===== src/rtl/deck_pkg.sv =====
// Shared encodings for the multi-deck beat-position controller.
package deck_pkg;

    typedef enum logic [1:0] {
        STOPPED = 2'd0,
        PLAYING = 2'd1,
        PAUSED  = 2'd2
    } deck_state_t;

    typedef enum logic [1:0] {
        RATE_X1   = 2'b00,
        RATE_X2   = 2'b01,
        RATE_HALF = 2'b10,
        RATE_REV  = 2'b11
    } rate_t;

    typedef enum logic {
        FREE  = 1'b0,
        FIXED = 1'b1
    } mode_t;

endpackage


===== src/rtl/deck_channel.sv =====
// One deck: transport state machine, half-rate phase, position update and wrap detection.
module deck_channel
    import deck_pkg::*;
#(
    parameter int unsigned LEN = 6250000,
    parameter int unsigned W   = 26
) (
    input  logic         clk,
    input  logic         reset,
    input  logic         play_req,
    input  logic         pause_req,
    input  logic         stop_req,
    input  logic         mode,
    input  logic [1:0]   rate,
    input  logic [W-1:0] loop_start,
    input  logic [W-1:0] loop_end,
    input  logic         seek_valid,
    input  logic [W-1:0] seek_pos,
    output logic [W-1:0] ibeat,
    output logic [1:0]   deck_state,
    output logic         wrap_pulse
);

    localparam logic [W:0] LEN_X = (W+1)'(LEN);
    localparam logic [W:0] ONE_X = (W+1)'(1);
    localparam logic [W:0] TWO_X = (W+1)'(2);

    deck_state_t state;
    logic        phase;
    rate_t       rate_sel;
    logic        win_ok;
    logic        advance;
    logic        wrap_n;
    logic [W:0]  pos_x, ls_x, le_x, seek_x, step_x, fwd_x, nxt_x, seek_clamp;

    assign rate_sel   = rate_t'(rate);
    assign deck_state = state;

    // Next position for a playing edge (W+1-bit arithmetic) and clamped seek target
    always_comb begin
        pos_x  = {1'b0, ibeat};
        ls_x   = {1'b0, loop_start};
        le_x   = {1'b0, loop_end};
        seek_x = {1'b0, seek_pos};
        win_ok = (mode_t'(mode) == FIXED) && (ls_x < le_x) && (le_x < LEN_X);

        step_x = '0;
        case (rate_sel)
            RATE_X1:   step_x = ONE_X;
            RATE_X2:   step_x = TWO_X;
            RATE_HALF: step_x = phase ? ONE_X : '0;
            default:   step_x = '0;
        endcase

        fwd_x  = pos_x + step_x;
        nxt_x  = fwd_x;
        wrap_n = 1'b0;
        if (rate_sel == RATE_REV) begin
            // pos >= start && pos-1 < start reduces to pos == start
            if (win_ok && (pos_x == ls_x)) begin
                nxt_x  = le_x;
                wrap_n = 1'b1;
            end else if (pos_x == '0) begin
                nxt_x  = LEN_X - ONE_X;
                wrap_n = 1'b1;
            end else begin
                nxt_x  = pos_x - ONE_X;
            end
        end else if (win_ok && (pos_x <= le_x) && (fwd_x > le_x)) begin
            nxt_x  = ls_x;
            wrap_n = 1'b1;
        end else if (fwd_x >= LEN_X) begin
            nxt_x  = fwd_x - LEN_X;
            wrap_n = 1'b1;
        end

        seek_clamp = (seek_x >= LEN_X) ? (LEN_X - ONE_X) : seek_x;
        advance    = (state == PLAYING) && !seek_valid && !play_req && !pause_req;
    end

    // Transport FSM with prioritised stop/seek/play/pause/advance and registered outputs
    always_ff @(posedge clk or posedge reset) begin
        if (reset) begin
            state      <= STOPPED;
            ibeat      <= '0;
            phase      <= 1'b0;
            wrap_pulse <= 1'b0;
        end else begin
            wrap_pulse <= 1'b0;
            if (stop_req) begin
                state <= STOPPED;
                ibeat <= '0;
                phase <= 1'b0;
            end else begin
                if (seek_valid) begin
                    ibeat <= seek_clamp[W-1:0];
                    phase <= 1'b0;
                end
                if (play_req) begin
                    state <= PLAYING;
                end else if (pause_req) begin
                    case (state)
                        PLAYING: state <= PAUSED;
                        PAUSED:  state <= PLAYING;
                        default: state <= state;
                    endcase
                end
                if (advance) begin
                    ibeat      <= nxt_x[W-1:0];
                    wrap_pulse <= wrap_n;
                    if (rate_sel == RATE_HALF)
                        phase <= ~phase;
                end
            end
        end
    end

endmodule


===== src/rtl/multi_deck_player_control.sv =====
// Multi-deck beat-position controller: NUM_DECKS independent deck channels on packed buses.
module multi_deck_player_control
    import deck_pkg::*;
#(
    parameter int unsigned NUM_DECKS = 2,
    parameter int unsigned LEN       = 6250000,
    parameter int unsigned W         = 26
) (
    input  logic                   clk,
    input  logic                   reset,
    input  logic [NUM_DECKS-1:0]   play_req,
    input  logic [NUM_DECKS-1:0]   pause_req,
    input  logic [NUM_DECKS-1:0]   stop_req,
    input  logic [NUM_DECKS-1:0]   mode,
    input  logic [2*NUM_DECKS-1:0] rate,
    input  logic [W*NUM_DECKS-1:0] loop_start,
    input  logic [W*NUM_DECKS-1:0] loop_end,
    input  logic [NUM_DECKS-1:0]   seek_valid,
    input  logic [W*NUM_DECKS-1:0] seek_pos,
    output logic [W*NUM_DECKS-1:0] ibeat,
    output logic [2*NUM_DECKS-1:0] deck_state,
    output logic [NUM_DECKS-1:0]   wrap_pulse
);

    for (genvar d = 0; d < NUM_DECKS; d++) begin : g_deck
        deck_channel #(
            .LEN (LEN),
            .W   (W)
        ) u_deck (
            .clk        (clk),
            .reset      (reset),
            .play_req   (play_req[d]),
            .pause_req  (pause_req[d]),
            .stop_req   (stop_req[d]),
            .mode       (mode[d]),
            .rate       (rate[2*d +: 2]),
            .loop_start (loop_start[W*d +: W]),
            .loop_end   (loop_end[W*d +: W]),
            .seek_valid (seek_valid[d]),
            .seek_pos   (seek_pos[W*d +: W]),
            .ibeat      (ibeat[W*d +: W]),
            .deck_state (deck_state[2*d +: 2]),
            .wrap_pulse (wrap_pulse[d])
        );
    end

endmodule

===== config.mk =====
export PLATFORM = sky130hd
export DESIGN_NAME = multi_deck_player_control
export DESIGN_NICKNAME = d
export VERILOG_FILES = /design/src/rtl/deck_pkg.sv /design/src/rtl/deck_channel.sv /design/src/rtl/multi_deck_player_control.sv
export SDC_FILE = /design/constraint.sdc
export NUM_CORES = 1
export LEC_CHECK = 0
export BUFFER_PORTS_ARGS = -buffer_cell sky130_fd_sc_hd__buf_4
export CORE_UTILIZATION = 55
export CTS_BUF_LIST = sky130_fd_sc_hd__clkbuf_4
export CTS_CLUSTER_SIZE = 10
export DETAILED_ROUTE_END_ITERATION = 8
export PLACE_DENSITY = 0.79
export SKIP_LAST_GASP = 1
export SLEW_MARGIN = 20
export SYNTH_ARGS = -nofsm -noshare
export SYNTH_HDL_FRONTEND = slang
export SYNTH_HIERARCHICAL = 1
export SYNTH_SLANG_ARGS = --single-unit

===== constraint.sdc =====
create_clock -name clk -period 7.1 [get_ports clk]
set_input_delay 1.42 -clock clk [delete_from_list [all_inputs] [get_ports clk]]
set_output_delay 1.42 -clock clk [all_outputs]
set_load 0.01 [all_outputs]

==> results of run 1 <==
-- kinds of logic (layout without fill, tap and decap cells) --
group / after synthesis / count (layout) / share of synthesized area [%]
adder cells (fa/ha/maj): 170 / 170 / 16.34
XOR/XNOR: 161 / 161 / 10.93
buffers and inverters: 204 / 382 / 6.593
AO/OA/AOI/OAI: 516 / 516 / 26.98
other: 0 / 2 / 0
AND/OR/NAND/NOR: 622 / 622 / 26.00
flip-flops: 60 / 60 / 11.45
multiplexers: 22 / 22 / 1.718
-- layout make-up --
class,instances,share of cell area [%]
clock buffer,9,0.4446
timing repair buffer,262,12.94
clock inverter,7,0.6010
inverter,104,2.569
antenna,2,0.03293
sequential,60,9.880
multi-input combinational,1491,70.90
tap,319,2.626
-- power breakdown --
part / switching, mW / total, mW / internal [mW]
registers: 0.104 / 0.466 / 0.362
clock network: 0.161 / 0.302 / 0.141
logic: 0.489 / 0.832 / 0.344
-- layer usage --
layer  GRT usage [%]  vias up  routed length [um]
li1                -     6999                   -
met1           51.70     7399               20180
met2           81.14     1240               27660
met3           9.056      372                5763
met4           42.58        0                5778
met5               0        -                   0
-- stage by stage --
stage	hold WS (ns)	power (mW)	area, um^2	std cells
finish	0.5910	1.600	15200	2254
global placement	0.5579	1.241	15030	2236
global route	0.6443	1.675	15190	2253
detailed placement	0.5650	1.264	15030	2236
floorplan	0.5414	0.9139	13110	1755
CTS	0.5871	1.563	15190	2252
-- layout by cell type, fill, tap and decap left out, types with 14 or more instances in the layout --
| cell type | count |
|---|---|
| o21a_1 | 15 |
| mux2i_1 | 18 |
| and4_1 | 21 |
| nand2_1 | 129 |
| or3_1 | 14 |
| xor2_1 | 62 |
| o211ai_1 | 19 |
| nor3_1 | 49 |
| o21ai_0 | 102 |
| a21o_1 | 23 |
| o221ai_1 | 26 |
| nor4_1 | 37 |
| a21oi_1 | 124 |
| dfrtp_1 | 60 |
| nand2b_1 | 19 |
| inv_1 | 102 |
| nand3_1 | 56 |
| and3_1 | 20 |
| nand4_1 | 60 |
| ha_1 | 168 |
| xnor2_1 | 96 |
| a22oi_1 | 15 |
| a211oi_1 | 28 |
| buf_4 | 262 |
| nor2_1 | 120 |
| a31oi_1 | 17 |
| o31ai_1 | 15 |
-- registers in the layout (all words and copies together), names as in the netlist --
register,flops
g_deck.u_deck/wrap_pulse,2
g_deck.u_deck/ibeat,52
g_deck.u_deck/phase,2
g_deck.u_deck/deck_state,4
-- how the worst max path moves through the flow --
stage	start	endpoint	slack (ns)
final	rate[3]	g_deck[1].u_deck/wrap_pulse$_DFF_PP0_	0.99
after global routing	rate[1]	g_deck[0].u_deck/ibeat[23]$_DFFE_PP0P_	0.65
after CTS	rate[3]	g_deck[1].u_deck/wrap_pulse$_DFF_PP0_	1.15
after detailed placement	rate[3]	g_deck[1].u_deck/wrap_pulse$_DFF_PP0_	0.67
after global placement	rate[3]	g_deck[1].u_deck/wrap_pulse$_DFF_PP0_	0.74
after floorplan	rate[2]	g_deck[1].u_deck/ibeat[21]$_DFFE_PP0P_	1.43
-- critical path: stages --
cell      delay [ns]
buf_4           0.13
a21oi_1         0.14
ha_1            0.23
fa_1            0.30
and3_1          0.31
nand2_1         0.24
nor4_1          0.37
xor2_1          0.49
ha_1            0.22
nand4_1         0.17
or4_1           0.61
nand4b_1        0.20
a21oi_1         0.18
nor3_1          0.07
buf_4           0.19
nor3_2          0.20
buf_4           0.27
nor2_1          0.09
buf_4           0.17
a211oi_1        0.41
==> run_results.csv, run 1 <==
group,metric,value,unit
clock_network,cts.repair.resized,0,
timing,fin_tns_setup,0,ns
place,place_congestion,1.110,
layout,fin_nets,2270,
layout,final_core_util,64.94,%
pwr,max-vdd-ir-drop,0.00008404,V
routing,drc_errors,0,
setup_path,crit_path_end_kind,"register",
die,fp-row-count,56,
routing,wl,59380,um
clock_network,cts_root_buf,"clkbuf_4",
clock_network,ctsHoldBuffers,0,
yosys,ys_warn_count,6,
routing,drt_iter0_markers,2249,
timing,slew_violations,0,
yosys,postSynthCellCount,1755,
clock_network,cts_tree,"done",
global_routing,grt_pass1_wl,88750,um
yosys,synth_ff_type,"dfrtp_1",
timing,fin_crit_sh,86.03,%
routing,avgViaCountPerCell,7.103,
timing,finalHoldViolCount,0,
timing,fmax,163.7,MHz
layout,layout-drive-gt1-share,17.54,%
timing,post-route-worst-setup-slack,0.9917,ns
yosys,ys_ff_latch,60,
routing,routedWlPerCell,26.34,um
timing,finalSetupViolCount,0,
clock_network,h-tree-depth,3,
routing,antenna_left,0,
die,io_pins,230,
yosys,synth_area_per_cell,7.472,um^2
worst_hold_path,whs_path_depth,3,
yosys,synth_top_area_cell,"ha_1",
layout,area_growth,15.90,%
die,dieArea,24460,um^2
clock_network,cts_setup_buffers,0,
setup_path,arrival,6.43,ns
layout,seq_area,1501,um^2
global_routing,grt.total_usage,48.13,%
global_routing,overflow,0,
place,io_buffer_count,229,
setup_path,rr_worst_depth,15,
timing,relSlewSlack,27.88,%
clock_network,cts_sinks,60,
global_routing,grt_pass1_vias,15510,
timing,rsz0062_at_grt,"no",
place,dpl.hpwl,47390,um
yosys,synth_top_area_share,16.03,%
yosys,synth_common_cells,"168 x ha_1, 129 x nand2_1, 124 x a21oi_1",
global_routing,grt_max_degree,33,
setup_path,critical_path_class,"input pin to register",
yosys,async_flop_share,100.0,%
routing,route.vias.total,16010,
worst_hold_path,hold_start,"g_deck[0].u_deck/phase$_DFF_PP0_",
yosys,post-synth-top-count-cell,"ha_1",
setup_path,reg2reg_slack,1.35,ns
die,die-width,156.4,um
die,die_y,156.4,um
yosys,synthesis.nets,2097,
yosys,seq_area_frac_synth,11.45,%
die,core,23400,um^2
worst_hold_path,min_path_type,"register to register",
yosys,synthTopCellsByArea,"ha_1 16%, dfrtp_1 11%, xnor2_1 6.4%, a21oi_1 4.7%, xor2_1 4.1%",
routing,firstDrtPassIters,7,
clock_network,path_clk_slew,0.15,ns
layout,fill_cells,2113,
setup_path,cp_max_fo,14,
die,initial_utilization,56.03,%
pwr,power.density,105.3,nW/um^2
timing,final.min_clock_period,6.108,ns
global_routing,grt_antenna_before_repair,4,
clock_network,clk_latency,0.46,ns
layout,multi_input_area,10780,um^2
place,place_ws,0.6713,ns
clock_network,cts_buffers,9,
setup_path,cp.required,7.43,ns
pwr,p_leak,6.711,nW
setup_path,critPathLaunchType,"input pin",
yosys,synth_edf_count,0,
setup_path,r2r_end,"g_deck[1].u_deck/ibeat[13]$_DFFE_PP0P_",
timing,fin_skew,0.03444,ns
timing,worstMarginPinSlew,1.078,ns
clock_network,cts_buffer_depth,2,
yosys,netlist_area,13110,um^2
yosys,synth_cell_types,100,
worst_hold_path,hold_path_end,"g_deck[0].u_deck/phase$_DFF_PP0_",
setup_path,rr_startpoint,"g_deck[1].u_deck/ibeat[9]$_DFFE_PP0P_",
job,drv_cap,0,
status,status,"complete, no violations",
Note: power is estimated with default switching activity, not from simulation.
==> inputs of run 2 (changes only) <==
Settings changed: CORE_MARGIN set to 3.
==> run_results.csv, run 2 (synthesized netlist as in run 1, its figures left out) <==
group,metric,value,unit
pwr,p_leak,6.715,nW
setup_path,crit_family,"simple AND/OR/NAND/NOR gates",
routing,wl,58310,um
layout,layout_common_cells,"266 x buf_4, 168 x ha_1, 129 x nand2_1, 124 x a21oi_1, 119 x nor2_1",
timing,fin_skew,0.02229,ns
place,dpl.hpwl,46110,um
die,core,23050,um^2
setup_path,cpMostUsedCell,"buf_4",
pwr,sw_frac_of_total,47.42,%
timing,finalHoldViolCount,0,
setup_path,crit_path_end_kind,"register",
timing,fmax,153.7,MHz
global_routing,grt_max_degree,33,
clock_network,cts_buffer_depth,2,
die,dieArea,25730,um^2
timing,final.min_clock_period,6.506,ns
pwr,p_seq_share,30.5,%
setup_path,critical_path_class,"input pin to register",
setup_path,critPathLaunchType,"input pin",
die,die_y,160.4,um
die,initial_utilization,56.88,%
clock_network,ctsHoldBuffers,0,
setup_path,crit_chain,"buf_4 -> a21oi_1 -> ha_1 -> fa_1 -> and3_1 -> nand2_1 -> or4_1 -> and2_1 -> inv_1 -> ha_1 -> nand4_1 -> or4_1 -> nand4b_1 -> a21oi_1 -> nor3_1 -> buf_4 -> o31ai_1 -> buf_4 -> nor2_1 -> a221o_1",
setup_path,reg2reg_slack,1.15,ns
routing,firstDrtPassIters,6,
clock_network,h-tree-depth,3,
layout,area_growth,15.72,%
pwr,pwr-share-clk,16.3,%
layout,final_common_cell,"buf_4",
layout,fill_cells,2014,
die,die-width,160.4,um
setup_path,critical-path-max-stage-delay,0.98,ns
setup_path,rr_startpoint,"g_deck[1].u_deck/ibeat[9]$_DFFE_PP0P_",
setup_path,cp_max_fo,7,
setup_path,slowest_stage,"o31ai_1",
clock_network,cts_root_buf,"clkbuf_4",
layout,largest_reg_flops,52,
die,fp-row-count,55,
pwr,p_int,0.8066,mW
worst_hold_path,whs_path_depth,3,
timing,fin_hold_ws,0.6030,ns
clock_network,cts_buffers,9,
global_routing,grt.total_usage,43.08,%
layout,top_register,"g_deck.u_deck/ibeat",
routing,drt_iter0_markers,1986,
job,drv_cap,0,
routing,antenna_left,0,
timing,rsz0062_at_grt,"no",
timing,fin_crit_sh,91.64,%
timing,relSlewSlack,20.05,%
pwr,power.density,101.1,nW/um^2
setup_path,r2r_end,"g_deck[1].u_deck/ibeat[5]$_DFFE_PP0P_",
layout,fin_nets,2274,
global_routing,grt_pass1_wl,87400,um
clock_network,clk_latency,0.45,ns
timing,slew_violations,0,
setup_path,path_buf_inv,4,
clock_network,cts.repair.resized,0,
status,status,"complete, no violations",
timing,worstMarginPinSlew,1.189,ns
pwr,power.combinational.fraction,53.2,%
place,io_buffer_count,229,
timing,fin_tns_setup,0,ns
place,place_congestion,1.034,
clock_network,cts_setup_buffers,0,
worst_hold_path,min_path_type,"register to register",
setup_path,rr_worst_depth,16,
routing,drc_errors,0,
routing,routedWlPerCell,25.93,um
timing,finalSetupViolCount,0,
clock_network,cts_sinks,60,
global_routing,grt_pass1_vias,15460,
pwr,max-vdd-ir-drop,0.00007704,V
global_routing,overflow,0,
global_routing,grt_antenna_before_repair,1,
worst_hold_path,hold_start,"g_deck[0].u_deck/phase$_DFF_PP0_",
pwr,switchingPower,0.7275,mW
worst_hold_path,hold_path_end,"g_deck[0].u_deck/phase$_DFF_PP0_",
clock_network,path_clk_slew,0.13,ns
clock_network,cts_tree,"done",
layout,layout-drive-gt1-share,17.52,%
die,io_pins,230,
routing,route.vias.total,15800,
setup_path,arrival,6.86,ns
setup_path,cp.required,7.45,ns
routing,avgViaCountPerCell,7.027,
run 2: power by group through the flow:
| stage | registers (mW) | clock network, mW | logic, mW |
|---|---|---|---|
| 3_3_place_gp | 0.466 | 0 | 0.770 |
| 2_1_floorplan | 0.405 | 0 | 0.509 |
| 5_1_grt | 0.470 | 0.265 | 0.884 |
| 4_1_cts | 0.460 | 0.251 | 0.794 |
| 3_5_place_dp | 0.467 | 0 | 0.790 |
| 6_report | 0.467 | 0.251 | 0.816 |
run 2: worst min-delay path, stage by stage, from the launching register on:
cell and delay (ns):
dfrtp_1 0.34, inv_1 0.06, a21oi_1 0.13, nor2_1 0.05
run 2: metal layers:
metal	track usage, %	vias to the layer above	wire, um
met5	0	-	0
met4	31.24	0	4821
met3	6.990	327	5899
met2	71.87	1205	27080
met1	49.93	7261	20510
li1	-	7010	-
run 2: how the worst max path moves through the flow:
stage | start | end | slack [ns] | cells past startpoint
CTS | rate[3] | g_deck[1].u_deck/ibeat[5]$_DFFE_PP0P_ | 0.83 | 20
global route | rate[3] | g_deck[1].u_deck/ibeat[5]$_DFFE_PP0P_ | 0.44 | 20
finish | rate[3] | g_deck[1].u_deck/ibeat[5]$_DFFE_PP0P_ | 0.59 | 20
global placement | rate[3] | g_deck[1].u_deck/ibeat[5]$_DFFE_PP0P_ | 0.37 | 20
detailed placement | rate[3] | g_deck[1].u_deck/ibeat[5]$_DFFE_PP0P_ | 0.32 | 20
floorplan | rate[2] | g_deck[1].u_deck/ibeat[21]$_DFFE_PP0P_ | 1.43 | 19
run 2: area by class of cell:
| type | instances | area, um^2 | area share (%) |
|---|---|---|---|
| clock buffer | 9 | 67.56 | 0.4453 |
| clock inverter | 5 | 45.04 | 0.2969 |
| multi-input combinational | 1491 | 10780 | 71.03 |
| inverter | 104 | 390.4 | 2.573 |
| antenna | 1 | 2.502 | 0.01649 |
| timing repair buffer | 266 | 1997 | 13.16 |
| tap | 313 | 391.6 | 2.581 |
| sequential | 60 | 1501 | 9.895 |
run 2: metrics by stage:
| step | utilization (%) | instances | power (mW) | cell area [um^2] | setup WS (ns) |
|---|---|---|---|---|---|
| floorplan | - | 1755 | 0.9139 | 13110 | 1.431 |
| detailed placement | 65.32 | 2234 | 1.257 | 15060 | 0.3238 |
| global placement | 65.31 | 2234 | 1.236 | 15060 | 0.3663 |
| CTS | 65.81 | 2248 | 1.505 | 15170 | 0.8290 |
| finish | 65.82 | 2249 | 1.534 | 15170 | 0.5937 |
| global route | 65.82 | 2249 | 1.619 | 15170 | 0.4443 |
==> inputs of run 3 (changes only) <==
Settings changed: ABC_AREA set to 1, CORE_MARGIN 3 to 2, PLACE_DENSITY 0.79 to 0.78.
==> run_results.csv, run 3 <==
group,metric,value,unit
routing,drt_iter0_markers,3044,
clock_network,cts_tree,"done",
yosys,synth_top_area_share,20.92,%
die,initial_utilization,55.97,%
yosys,synth_area_per_cell,5.756,um^2
setup_path,cp_max_fo,35,
worst_hold_path,min_path_type,"register to register",
setup_path,critical-path-max-stage-delay,0.69,ns
routing,route.vias.total,18820,
timing,fin_crit_sh,81.42,%
timing,finalHoldViolCount,0,
yosys,async_flop_share,100.0,%
global_routing,grt_pass1_wl,98190,um
yosys,ys_ff_latch,60,
layout,largest_reg_flops,52,
yosys,postSynthCellCount,2534,
timing,final.min_clock_period,5.781,ns
yosys,synthTopCellsByArea,"nand2_1 21%, ha_1 14%, dfrtp_1 10%, inv_1 8.1%, nand3_1 6.6%",
die,core,26060,um^2
global_routing,grt_pass1_vias,17150,
routing,wl,64480,um
die,dieArea,27840,um^2
timing,worstMarginPinSlew,1.063,ns
die,die_y,166.8,um
routing,firstDrtPassIters,8,
setup_path,rr_startpoint,"g_deck[1].u_deck/phase$_DFF_PP0_",
layout,final_core_util,63.28,%
routing,antenna_left,0,
clock_network,ctsHoldBuffers,0,
yosys,ys_warn_count,6,
timing,relSlewSlack,28.87,%
yosys,post-synth-top-count-cell,"nand2_1",
layout,fill_cells,2551,
clock_network,clk_latency,0.49,ns
clock_network,cts_root_buf,"clkbuf_4",
yosys,netlist_area,14590,um^2
clock_network,path_clk_slew,0.16,ns
timing,rsz0062_at_grt,"no",
setup_path,crit_chain,"buf_4 -> a21oi_1 -> ha_1 -> fa_1 -> nand2_2 -> nor2_4 -> nand2_1 -> xor2_2 -> ha_1 -> nand2_1 -> nor2_1 -> nand3_1 -> o2111ai_1 -> nand3_1 -> nand3_2 -> nand3_2 -> inv_2 -> nand2_1 -> nand3_1 -> nand3_1 -> nand2_1 -> nand2_1 -> nand2_1",
layout,layout_common_cells,"813 x nand2_1, 312 x inv_1, 240 x buf_4, 202 x nor2_1, 193 x nand3_1",
routing,routedWlPerCell,21.20,um
clock_network,h-tree-depth,3,
place,io_buffer_count,229,
setup_path,critPathLaunchType,"input pin",
layout,final_common_cell,"nand2_1",
place,dpl.hpwl,52380,um
worst_hold_path,whs_path_depth,2,
global_routing,grt_max_degree,40,
timing,fin_skew,0.03015,ns
worst_hold_path,hold_path_end,"g_deck[0].u_deck/phase$_DFF_PP0_",
global_routing,grt.total_usage,45.02,%
setup_path,arrival,6.22,ns
die,fp-row-count,59,
yosys,synth_edf_count,0,
yosys,synth_common_cells,"813 x nand2_1, 314 x inv_1, 202 x nor2_1",
pwr,p_leak,8.821,nW
clock_network,cts_buffer_depth,2,
layout,top_register,"g_deck.u_deck/ibeat",
timing,fmax,173.0,MHz
pwr,power.density,92.81,nW/um^2
timing,fin_tns_setup,0,ns
setup_path,critical_path_class,"input pin to register",
setup_path,startpoint,"rate[3]",
clock_network,cts_sinks,60,
setup_path,rr_worst_depth,23,
job,drv_cap,0,
layout,area_growth,13.06,%
clock_network,cts_buffers,9,
setup_path,r2r_end,"g_deck[1].u_deck/ibeat[1]$_DFFE_PP0P_",
yosys,synth_top_area_cell,"nand2_1",
pwr,max-vdd-ir-drop,0.00007599,V
place,place_congestion,1.157,
status,status,"complete, no violations",
timing,fin_hold_ws,0.5703,ns
worst_hold_path,hold_start,"g_deck[0].u_deck/phase$_DFF_PP0_",
setup_path,cp.required,7.54,ns
die,die-width,166.8,um
yosys,synth_ff_type,"dfrtp_1",
setup_path,slowest_stage,"nand3_2",
global_routing,grt_antenna_before_repair,2,
timing,finalSetupViolCount,0,
clock_network,cts_setup_buffers,0,
clock_network,cts.repair.resized,0,
timing,slew_violations,0,
setup_path,cpMostUsedCell,"nand2_1",
setup_path,reg2reg_slack,2.00,ns
global_routing,overflow,0,
setup_path,crit_path_end_kind,"register",
yosys,synth_cell_types,48,
layout,fin_nets,3042,
layout,layout-drive-gt1-share,14.57,%
routing,drc_errors,0,
yosys,seq_area_frac_synth,10.29,%
routing,avgViaCountPerCell,6.188,
die,io_pins,230,
yosys,synthesis.nets,2876,
## run 3: how the worst max path moves through the flow
stage	end	cells after the start	slack, ns
floorplan	g_deck[0].u_deck/ibeat[6]$_DFFE_PP0P_	26	2.70
global placement	g_deck[0].u_deck/ibeat[13]$_DFFE_PP0P_	28	1.25
detailed placement	g_deck[1].u_deck/ibeat[1]$_DFFE_PP0P_	23	1.15
CTS	g_deck[1].u_deck/ibeat[1]$_DFFE_PP0P_	23	1.64
global route	g_deck[0].u_deck/ibeat[13]$_DFFE_PP0P_	28	1.10
finish	g_deck[1].u_deck/ibeat[1]$_DFFE_PP0P_	23	1.32
## run 3: worst max-delay path, delay by kind of cell
kind            cells  cell delay (ns)
simple gates       15             2.37
fa+ha+maj           3             0.83
buf+inv             2             0.69
compound gates      2             0.52
xor+xnor            1             0.37
## run 3: through the flow
step	total power [mW]	worst slack [ns]	std cells	area, um^2
CTS	1.493	1.642	3040	16490
global placement	1.191	1.250	3024	16340
global route	1.618	1.095	3041	16490
detailed placement	1.210	1.151	3024	16340
floorplan	0.8914	2.695	2534	14590
finish	1.530	1.319	3041	16490
## run 3: cell families after synthesis
group | count (synthesis) | synth area share [%]
flip-flops | 60 | 10.29
AO/OA/AOI/OAI | 303 | 11.57
adder cells (fa/ha/maj) | 170 | 14.69
buffers and inverters | 430 | 12.15
XOR/XNOR | 93 | 5.791
AND/OR/NAND/NOR | 1478 | 45.51
## run 3: layout make-up
type                    instances  area, um^2  share of cell area, %
inverters                     345        1295                  7.853
repair buffers                240        1802                  10.93
clock inverters                 6       72.57                 0.4401
flip-flops and latches         60        1501                  9.105
multi-input cells            2044       11320                  68.66
well taps                     335       419.2                  2.542
diodes                          1       2.502                0.01518
clock buffers                  10       75.07                 0.4553
## run 3: metal layers
layer / up-vias / wire length, um / global-route usage [%]
li1: 8595 / - / -
met1: 8495 / 25480 / 62.55
met2: 1493 / 25670 / 65.18
met3: 233 / 10420 / 15.02
met4: 2 / 2894 / 14.99
met5: - / 13 / 0
## run 3: power by group
group / total, mW / switching, mW / leakage (nW) / internal, mW
clock: 0.288 / 0.174 / 0.0772 / 0.114
combinational: 0.807 / 0.507 / 7.95 / 0.301
sequential: 0.435 / 0.0758 / 0.795 / 0.359
